`config.mk`:
```
export PLATFORM = sky130hd
export DESIGN_NAME = bcd_addsub_sequencer
export DESIGN_NICKNAME = d
export VERILOG_FILES = /design/src/rtl/bcd_addsub_sequencer.sv
export SDC_FILE = /design/constraint.sdc
export NUM_CORES = 1
export LEC_CHECK = 0
export CORE_AREA = 2 2 74 76
export CTS_CLUSTER_SIZE = 8
export DETAILED_ROUTE_END_ITERATION = 8
export DIE_AREA = 0 0 76 78
export GPL_TIMING_DRIVEN = 0
export PLACE_DENSITY_LB_ADDON = 0.1
export SETUP_SLACK_MARGIN = 0.02
export SLEW_MARGIN = 15
export SYNTH_ARGS = -nofsm -noshare
export SYNTH_HDL_FRONTEND = slang
export SYNTH_SLANG_ARGS = --single-unit
```
`constraint.sdc`:
```
create_clock -name clk_i -period 3.1 [get_ports clk_i]
set_input_delay 0.62 -clock clk_i [delete_from_list [all_inputs] [get_ports clk_i]]
set_output_delay 0.62 -clock clk_i [all_outputs]
set_load 0.01 [all_outputs]
```
`src/rtl/bcd_addsub_sequencer.sv`:
```
// Digit-serial BCD add/subtract controller: one nibble adder reused per clock,
// subtraction by nine's complement with end-around carry or a complement pass.
module bcd_addsub_sequencer #(
    parameter int DIGITS = 2
) (
    input  logic                clk_i,
    input  logic                rst_ni,
    input  logic                start_i,
    input  logic                op_i,
    input  logic [4*DIGITS-1:0] a_i,
    input  logic [4*DIGITS-1:0] b_i,
    output logic                busy_o,
    output logic                done_o,
    output logic [4*DIGITS-1:0] result_o,
    output logic                neg_o,
    output logic                ovf_o,
    output logic                invalid_o
);

    localparam int IDXW = (DIGITS > 1) ? $clog2(DIGITS) : 1;
    localparam logic [IDXW-1:0] LAST = IDXW'(DIGITS - 1);

    typedef enum logic [2:0] {IDLE, PASS1, PASS2, COMP, DONE} state_t;

    state_t                   state_q;
    logic [DIGITS-1:0][3:0]   aDig_q, bDig_q, work_q, result_q;
    logic                     op_q, carry_q, invalidNext_q;
    logic [IDXW-1:0]          idx_q;
    logic                     busy_q, done_q, neg_q, ovf_q, invalid_q;

    logic [DIGITS-1:0][3:0]   aIn, bIn, workNext, compWork;
    logic [3:0]               addendA, addendX, digitOut;
    logic [4:0]               rawSum;
    logic                     digitCarry, anyInvalid;

    assign aIn = a_i;
    assign bIn = b_i;

    // Shared decimal digit adder: PASS1 adds a and (b or 9-b), PASS2 ripples the carry.
    always_comb begin
        addendA = 4'd0;
        addendX = 4'd0;
        if (state_q == PASS2) begin
            addendA = work_q[idx_q];
        end else begin
            addendA = aDig_q[idx_q];
            addendX = op_q ? (4'd9 - bDig_q[idx_q]) : bDig_q[idx_q];
        end
        rawSum = {1'b0, addendA} + {1'b0, addendX} + {4'd0, carry_q};
        if (rawSum > 5'd9) begin
            digitOut   = 4'(rawSum - 5'd10);
            digitCarry = 1'b1;
        end else begin
            digitOut   = rawSum[3:0];
            digitCarry = 1'b0;
        end
        workNext         = work_q;
        workNext[idx_q]  = digitOut;
        compWork         = '0;
        anyInvalid       = 1'b0;
        for (int i = 0; i < DIGITS; i++) begin
            compWork[i] = 4'd9 - work_q[i];
            if (aIn[i] > 4'd9 || bIn[i] > 4'd9) anyInvalid = 1'b1;
        end
    end

    always_ff @(posedge clk_i) begin
        if (!rst_ni) begin
            state_q       <= IDLE;
            aDig_q        <= '0;
            bDig_q        <= '0;
            work_q        <= '0;
            result_q      <= '0;
            op_q          <= 1'b0;
            carry_q       <= 1'b0;
            invalidNext_q <= 1'b0;
            idx_q         <= '0;
            busy_q        <= 1'b0;
            done_q        <= 1'b0;
            neg_q         <= 1'b0;
            ovf_q         <= 1'b0;
            invalid_q     <= 1'b0;
        end else begin
            done_q <= 1'b0;
            unique case (state_q)
                IDLE: begin
                    if (start_i) begin
                        aDig_q        <= aIn;
                        bDig_q        <= bIn;
                        op_q          <= op_i;
                        idx_q         <= '0;
                        carry_q       <= 1'b0;
                        invalidNext_q <= anyInvalid;
                        busy_q        <= 1'b1;
                        state_q       <= PASS1;
                    end
                end
                PASS1: begin
                    work_q  <= workNext;
                    carry_q <= digitCarry;
                    idx_q   <= idx_q + IDXW'(1);
                    if (idx_q == LAST) begin
                        idx_q <= '0;
                        if (!op_q) begin
                            result_q  <= workNext;
                            ovf_q     <= digitCarry;
                            neg_q     <= 1'b0;
                            invalid_q <= invalidNext_q;
                            done_q    <= 1'b1;
                            state_q   <= DONE;
                        end else if (digitCarry) begin
                            carry_q <= 1'b1;
                            state_q <= PASS2;
                        end else begin
                            state_q <= COMP;
                        end
                    end
                end
                PASS2: begin
                    work_q  <= workNext;
                    carry_q <= digitCarry;
                    idx_q   <= idx_q + IDXW'(1);
                    if (idx_q == LAST) begin
                        idx_q     <= '0;
                        result_q  <= workNext;
                        ovf_q     <= 1'b0;
                        neg_q     <= 1'b0;
                        invalid_q <= invalidNext_q;
                        done_q    <= 1'b1;
                        state_q   <= DONE;
                    end
                end
                COMP: begin
                    // A == B complements to all zeros, which must not read as negative.
                    work_q    <= compWork;
                    result_q  <= compWork;
                    neg_q     <= (compWork != '0);
                    ovf_q     <= 1'b0;
                    invalid_q <= invalidNext_q;
                    done_q    <= 1'b1;
                    state_q   <= DONE;
                end
                DONE: begin
                    busy_q  <= 1'b0;
                    state_q <= IDLE;
                end
                default: begin
                    busy_q  <= 1'b0;
                    state_q <= IDLE;
                end
            endcase
        end
    end

    assign busy_o    = busy_q;
    assign done_o    = done_q;
    assign result_o  = result_q;
    assign neg_o     = neg_q;
    assign ovf_o     = ovf_q;
    assign invalid_o = invalid_q;

endmodule
```
Word level (Yosys, flattened, before mapping)
Index checks and enable logic that the tools add are counted.

storage, ports and cells
  register bits = 44
  input port bits = 20
  output and inout port bits = 13
  logic and storage cells = 108

cells by class
  add/subtract/negate cells = 7
  magnitude comparators = 7
  eq/ne operators = 7
  mux-type cells = 51
  bitwise operators = 1
  reduce and logical (&&, ||, !) cells = 17

operators by type and width
  kind                                                                   count
  4-bit 2-to-1 mux                                                       11
  8-bit 2-to-1 mux                                                       3
  8-bit case mux with 3 select lines                                     1
  1-bit 2-to-1 mux                                                       21
  4-bit > comparator (second input constant)                             4
  8-bit case mux with 2 select lines                                     1
  1-bit case mux with 3 select lines                                     5
  3-bit 2-to-1 mux                                                       4
  3-bit case mux with 4 select lines                                     1
  4-bit subtractor (first input constant)                                3
  8-bit bitwise mux                                                      1
  2-bit != test (second input constant)                                  4
  2-bit AND reduction                                                    4
  8-bit nonzero test                                                     1
  3-bit by 2-bit == test with 1-bit output (second input constant)       2
  3-bit nonzero test                                                     2
  4-bit by 4-bit adder with 5-bit output                                 1
  5-bit by 1-bit adder with 5-bit output                                 1
  5-bit by 4-bit > comparator with 1-bit output (second input constant)  1
  4-bit demux with 1-bit select                                          1
  1-bit case mux with 2 select lines                                     2
  4-bit AND reduction                                                    1
  2-bit nonzero test                                                     2
  4-bit subtractor (second input constant)                               1
  other kinds (11)                                                       12

Longest topological paths before layout
  depth in word-level cells = 13
  gate-level depth with buffers = 15
  gate-level depth less buffers = 14

Worst setup path after synthesis
Ideal clock, no wire load.

  kind = flip-flop to flip-flop
  start point = register state_q[1]
  end point = register ovf_q (netlist: ovf_o)
  library setup time = 0.070 ns
  data arrival time = 3.336 ns
  data required time = 3.030 ns
  setup slack = -0.307 ns
  cell stages (with the launch flop) = 16
  buffers on the path = 1
  clock period less this slack = 3.407 ns
  path through = dfxtp_1 -> buf_2 -> nand2b_1 -> nor2_1 -> mux4_2 -> inv_1 -> fa_1 -> inv_1 -> fa_1 -> xnor2_1 -> ha_1 -> nand2b_1 -> a22oi_2 -> a31oi_4 -> or4_1 -> a21oi_1

between the ends
  cells in the longest elaborated chain, start to end = 9
  elaborated cells between the ends (all ways) = 17
  those cells by class = add/sub: 2; order compare: 1; eq/ne: 6; mux: 6; reduce/logical: 2

ends and longest elaborated chain
  what                                           line    text
  from (decl)                                    25      state_t state_q;
  from (signal assigned)                         69      state_q <= IDLE;
  from (signal assigned)                         95      state_q <= PASS1;
  from (signal assigned)                         110     state_q <= DONE;
  3-bit by 2-bit == test with 1-bit output       43, 85
  4-bit 2-to-1 mux                               43      if (state_q == PASS2) begin
  4-bit by 4-bit adder with 5-bit output         49      rawSum = {1'b0, addendA} + {1'b0, addendX} + {4'd0, carry_q};
  5-bit by 1-bit adder with 5-bit output         49
  5-bit by 4-bit > comparator with 1-bit output  50      if (rawSum > 5'd9) begin
  1-bit 2-to-1 mux                               50
  1-bit 2-to-1 mux                               104     if (!op_q) begin
  1-bit 2-to-1 mux                               102     if (idx_q == LAST) begin
  1-bit case mux with 3 select lines             85      unique case (state_q)
  to (signal assigned)                           106     ovf_q <= digitCarry;
  to (decl)                                      29      logic busy_q, done_q, neg_q, ovf_q, invalid_q;

Parallel ways exist; a longest one is shown, timed or not. The select of a mux whose other input is x is not followed.
A chain may end at the register's enable or synchronous reset.

Worst setup path after layout
  start point = register idx_q
  end point = register result_q, in the netlist result_o[5]

between the ends
  cells in the longest elaborated chain, start to end = 13
  elaborated cells between the ends (all ways) = 28
  those cells by class = add/sub: 4; order compare: 3; eq/ne: 2; mux: 17; reduce/logical: 2

ends and longest elaborated chain
  what                                                                               line    text
  from (decl)                                                                        28      logic [IDXW-1:0] idx_q;
  from (signal assigned)                                                             101     idx_q <= idx_q + IDXW'(1);
  from (signal assigned)                                                             122     idx_q <= idx_q + IDXW'(1);
  4-bit 2-to-1 mux (not written as such) (2 in series)                               47      addendX = op_q ? (4'd9 - bDig_q[idx_q]) : bDig_q[idx_q];
  4-bit subtractor                                                                   47
  4-bit 2-to-1 mux                                                                   47
  4-bit 2-to-1 mux                                                                   43
  4-bit by 4-bit adder with 5-bit output                                             49
  5-bit by 1-bit adder with 5-bit output                                             49
  4-bit subtractor or 5-bit by 4-bit > comparator with 1-bit output (tied branches)  51, 50
  4-bit 2-to-1 mux                                                                   50
  8-bit bitwise mux                                                                  58      workNext[idx_q] = digitOut;
  8-bit 2-to-1 mux                                                                   104
  8-bit 2-to-1 mux                                                                   102
  8-bit case mux with 3 select lines                                                 85
  to (signal assigned)                                                               105     result_q <= workNext;
  to (signal assigned)                                                               125     result_q <= workNext;
  to (signal assigned)                                                               136     result_q <= compWork;
  to (decl)                                                                          26      logic [DIGITS-1:0][3:0] aDig_q, bDig_q, work_q, result_q;

Parallel ways exist; a longest one is shown, timed or not. The select of a mux whose other input is x is not followed.

==> summary.md <==
| Metric | Value |
|---|---|
| F_max | 0.3101 GHz |
| Gr ovfl total | 0 |
| DP Cell Count | 405 |
| Ys flop type | dfxtp_1 |
| Cell with the most instances after synthesis | nand2_1 |
| Final wirelength | 6466 µm |
| Warnings, synthesis | 0 |
| Port Buffer Count | 32 |
| Die area | 5928 µm² |
| Worst-margin pin slew | 851.7 ps |
| Hold Crit Depth | 2 |
| Core area | 5042 µm² |
| WP data required | 3280 ps |
| Synth area leader | dfxtp_1 |
| CP endpoint | result_o[5] |
| Crit Reg-Reg Endpoint | result_o[5] |
| Min Hold Slack | 461.2 ps |
| Syn avg cell area | 8.143 µm² |
| Min-delay worst type | reg2reg |
| Worst Skew | 4.408 ps |
| Number of synthesized register bits | 44 |
| Num rows | 26 |
| Synth async-reset ratio | 0% |
| H-tree Lvls | 2 |
| Vias | 2354 |
| Period minus WS final | 3225 ps |
| Worst setup margin | -125.2 ps |
| CTS tree | done |
| Tcrit/Tclk final | 104.0% |
| Post-layout util | 65.06% |
| Final Cell Area | 3281 µm² |
| Avg WL per Cell | 14.86 µm |
| Vias in the first global route | 2202 |
| Final setup fails | 8 |
| Crit end category | register |
| Antenna cell count | 0 |
| Post-DP Area | 2937 µm² |
| Worst setup SP type | register |
| Maximum vdd drop | 0.0002430 V |
| Antenna violations before repair | 0 |
| Synth cell types | 55 |
| Post-Syn Nets | 333 |
| Initial Util | 48.93% |
| Root buffer cell | clkbuf_8 |
| Final net count | 394 |
| EDFF count, synth | 0 |
| Die Ht | 78 µm |
| Detail Placement HPWL | 4587 µm |
| DRT iter0 DRCs | 95 |
| Pre-CTS setup slack | -349.0 ps |
| Max-slew headroom | 43.07% |
| Top post-synthesis cells by area | dfxtp_1 (36%), nand2_1 (9.0%), a21oi_1 (7.7%) |
| Failing checks | negative setup slack |
| Ports | 33 |
| Worst-Skew Late Latency | 300 ps |
| R2R setup slack | -130 ps |
| FF-to-FF Start | idx_q |
| Endpoints failing hold | 0 |
| Top cells by count, synth | nand2_1 (59), dfxtp_1 (44), a21oi_1 (38) |
| Clock Sinks | 44 |
| CTS max path bufs | 2 |
| RSZ-0062 raised after global routing | yes |
| Synthesized area | 2467 µm² |
| Status | complete, but fails checks |
| Slew Limit Fails | 0 |
| Leak | 1.220 nW |
| Final Wtd Congestion | 0.8713 |
| Crit path from | idx_q |
| First-pass iteration count of the detailed router | 4 |
| # DRC | 0 |
| Final Total Pwr | 1.493 mW |
| Global-route wire length before repair | 10780 µm |
| Post-Route Setup TNS | -647.5 ps |
| Worst path arrival time | 3400 ps |
| R2R cell count | 17 |
| Pwr dens | 455.2 nW/µm² |
| Max Cap Violations | 0 |
| Routed Antenna Nets | 0 |
| Die X | 76 µm |
| Critical path fanouts, max | 5 |
| Via-per-instance ratio | 5.411 |
| Fraction of final layout cells sized beyond drive strength 1 | 20.27% |
| Largest net degree at the start of global routing | 15 |
| Clk slew on worst S/H paths | 90 ps |
| Cell count after synthesis | 303 |
| Post-synthesis sequential area ratio | 35.70% |
| CTS Buf Count | 5 |
| Post-synth top area share | 35.70% |
| Non-filler cells, final | 435 |
| Hold Buf Count CTS | 0 |
| Tot GR Track Use | 22.56% |
| WS Path Type | reg2reg |
| Synthesis-to-finish area growth | 32.96% |
layer usage:
| layer | up-vias | routed length (µm) | track usage (%) |
|---|---|---|---|
| met3 | 8 | 255 | 2.907 |
| met4 | 0 | 86 | 7.091 |
| met2 | 51 | 3012 | 35.80 |
| met5 | - | 0 | 0 |
| met1 | 1102 | 3111 | 32.03 |
| li1 | 1193 | - | - |
placed cells by master, fill, tap and decap left out, drive strengths merged, types with 3 or more instances in the layout:
cell,Yosys,routed
or4,3,3
buf,10,32
a21oi,39,39
clkdlybuf4s50,0,32
xnor2,4,4
nor2,23,23
dfxtp,44,44
nand2b,3,3
nand2,60,60
clkbuf,8,14
ha,8,8
o21ai,14,14
mux4,4,4
a31oi,8,8
inv,10,10
a21o,5,5
nand3,4,4
mux2i,6,6
nor3,4,4
cell families (layout without fill, tap and decap cells):
| family | after synthesis | in the layout | share of synthesized area (%) |
|---|---|---|---|
| AOI/OAI and AO/OA | 85 | 85 | 21.75 |
| muxes | 12 | 12 | 6.998 |
| and+or+nand+nor | 117 | 117 | 22.41 |
| adders and majority gates | 10 | 10 | 5.680 |
| xor gates and xnor gates | 6 | 6 | 2.130 |
| buffers and inverters | 29 | 91 | 5.325 |
| DFF | 44 | 44 | 35.70 |
worst max-delay path: stages (launching register included):
cell,delay [ps]
dfxtp_2,320
buf_6,120
buf_12,130
mux2i_4,180
xnor2_1,130
o21ai_1,120
fa_2,240
inv_2,40
fa_2,600
inv_2,60
buf_4,150
ha_4,160
a22oi_2,190
a31oi_4,160
buf_4,170
buf_6,100
xnor2_1,130
a31oi_1,100
cell type report:
type / instances / area [µm²]
fill: 441 / 1762
tap: 70 / 87.58
sequential: 44 / 885.9
inverter: 11 / 41.29
multi-input combinational: 230 / 1572
timing repair buffer: 54 / 489.2
clock inverter: 2 / 16.27
buffer: 18 / 116.4
clock buffer: 6 / 72.57
flip-flops by register name (all words and copies together) (netlist names):
name           flops
aDig_q             8
bDig_q             8
busy_o             1
carry_q            1
done_o             1
idx_q              1
invalidNext_q      1
invalid_o          1
neg_o              1
op_q               1
ovf_o              1
result_o           8
state_q            3
work_q             8
where the power goes:
group	leakage (nW)	switching [mW]	internal (mW)
clock	0.0414	0.207	0.161
combinational	0.818	0.248	0.258
sequential	0.360	0.0237	0.596
how the worst min path moves through the flow:
stage / startpoint / end / slack, ps
global placement: ovf_o / ovf_o / 440
floorplan: invalidNext_q / invalid_o / 430
finish: aDig_q[4] / aDig_q[4] / 460
detailed placement: result_o[3] / result_o[3] / 450
global route: invalid_o / invalid_o / 480
CTS: aDig_q[4] / aDig_q[4] / 460
repair_timing:
item | CTS | global route
endpoints found under the setup margin | 12 | 12
pin swaps | 11 | 7
cloned | 0 | 0
gates resized for setup | 17 | 9
buffers inserted | 14 | 8
Note: power is estimated with default switching activity, not from simulation.
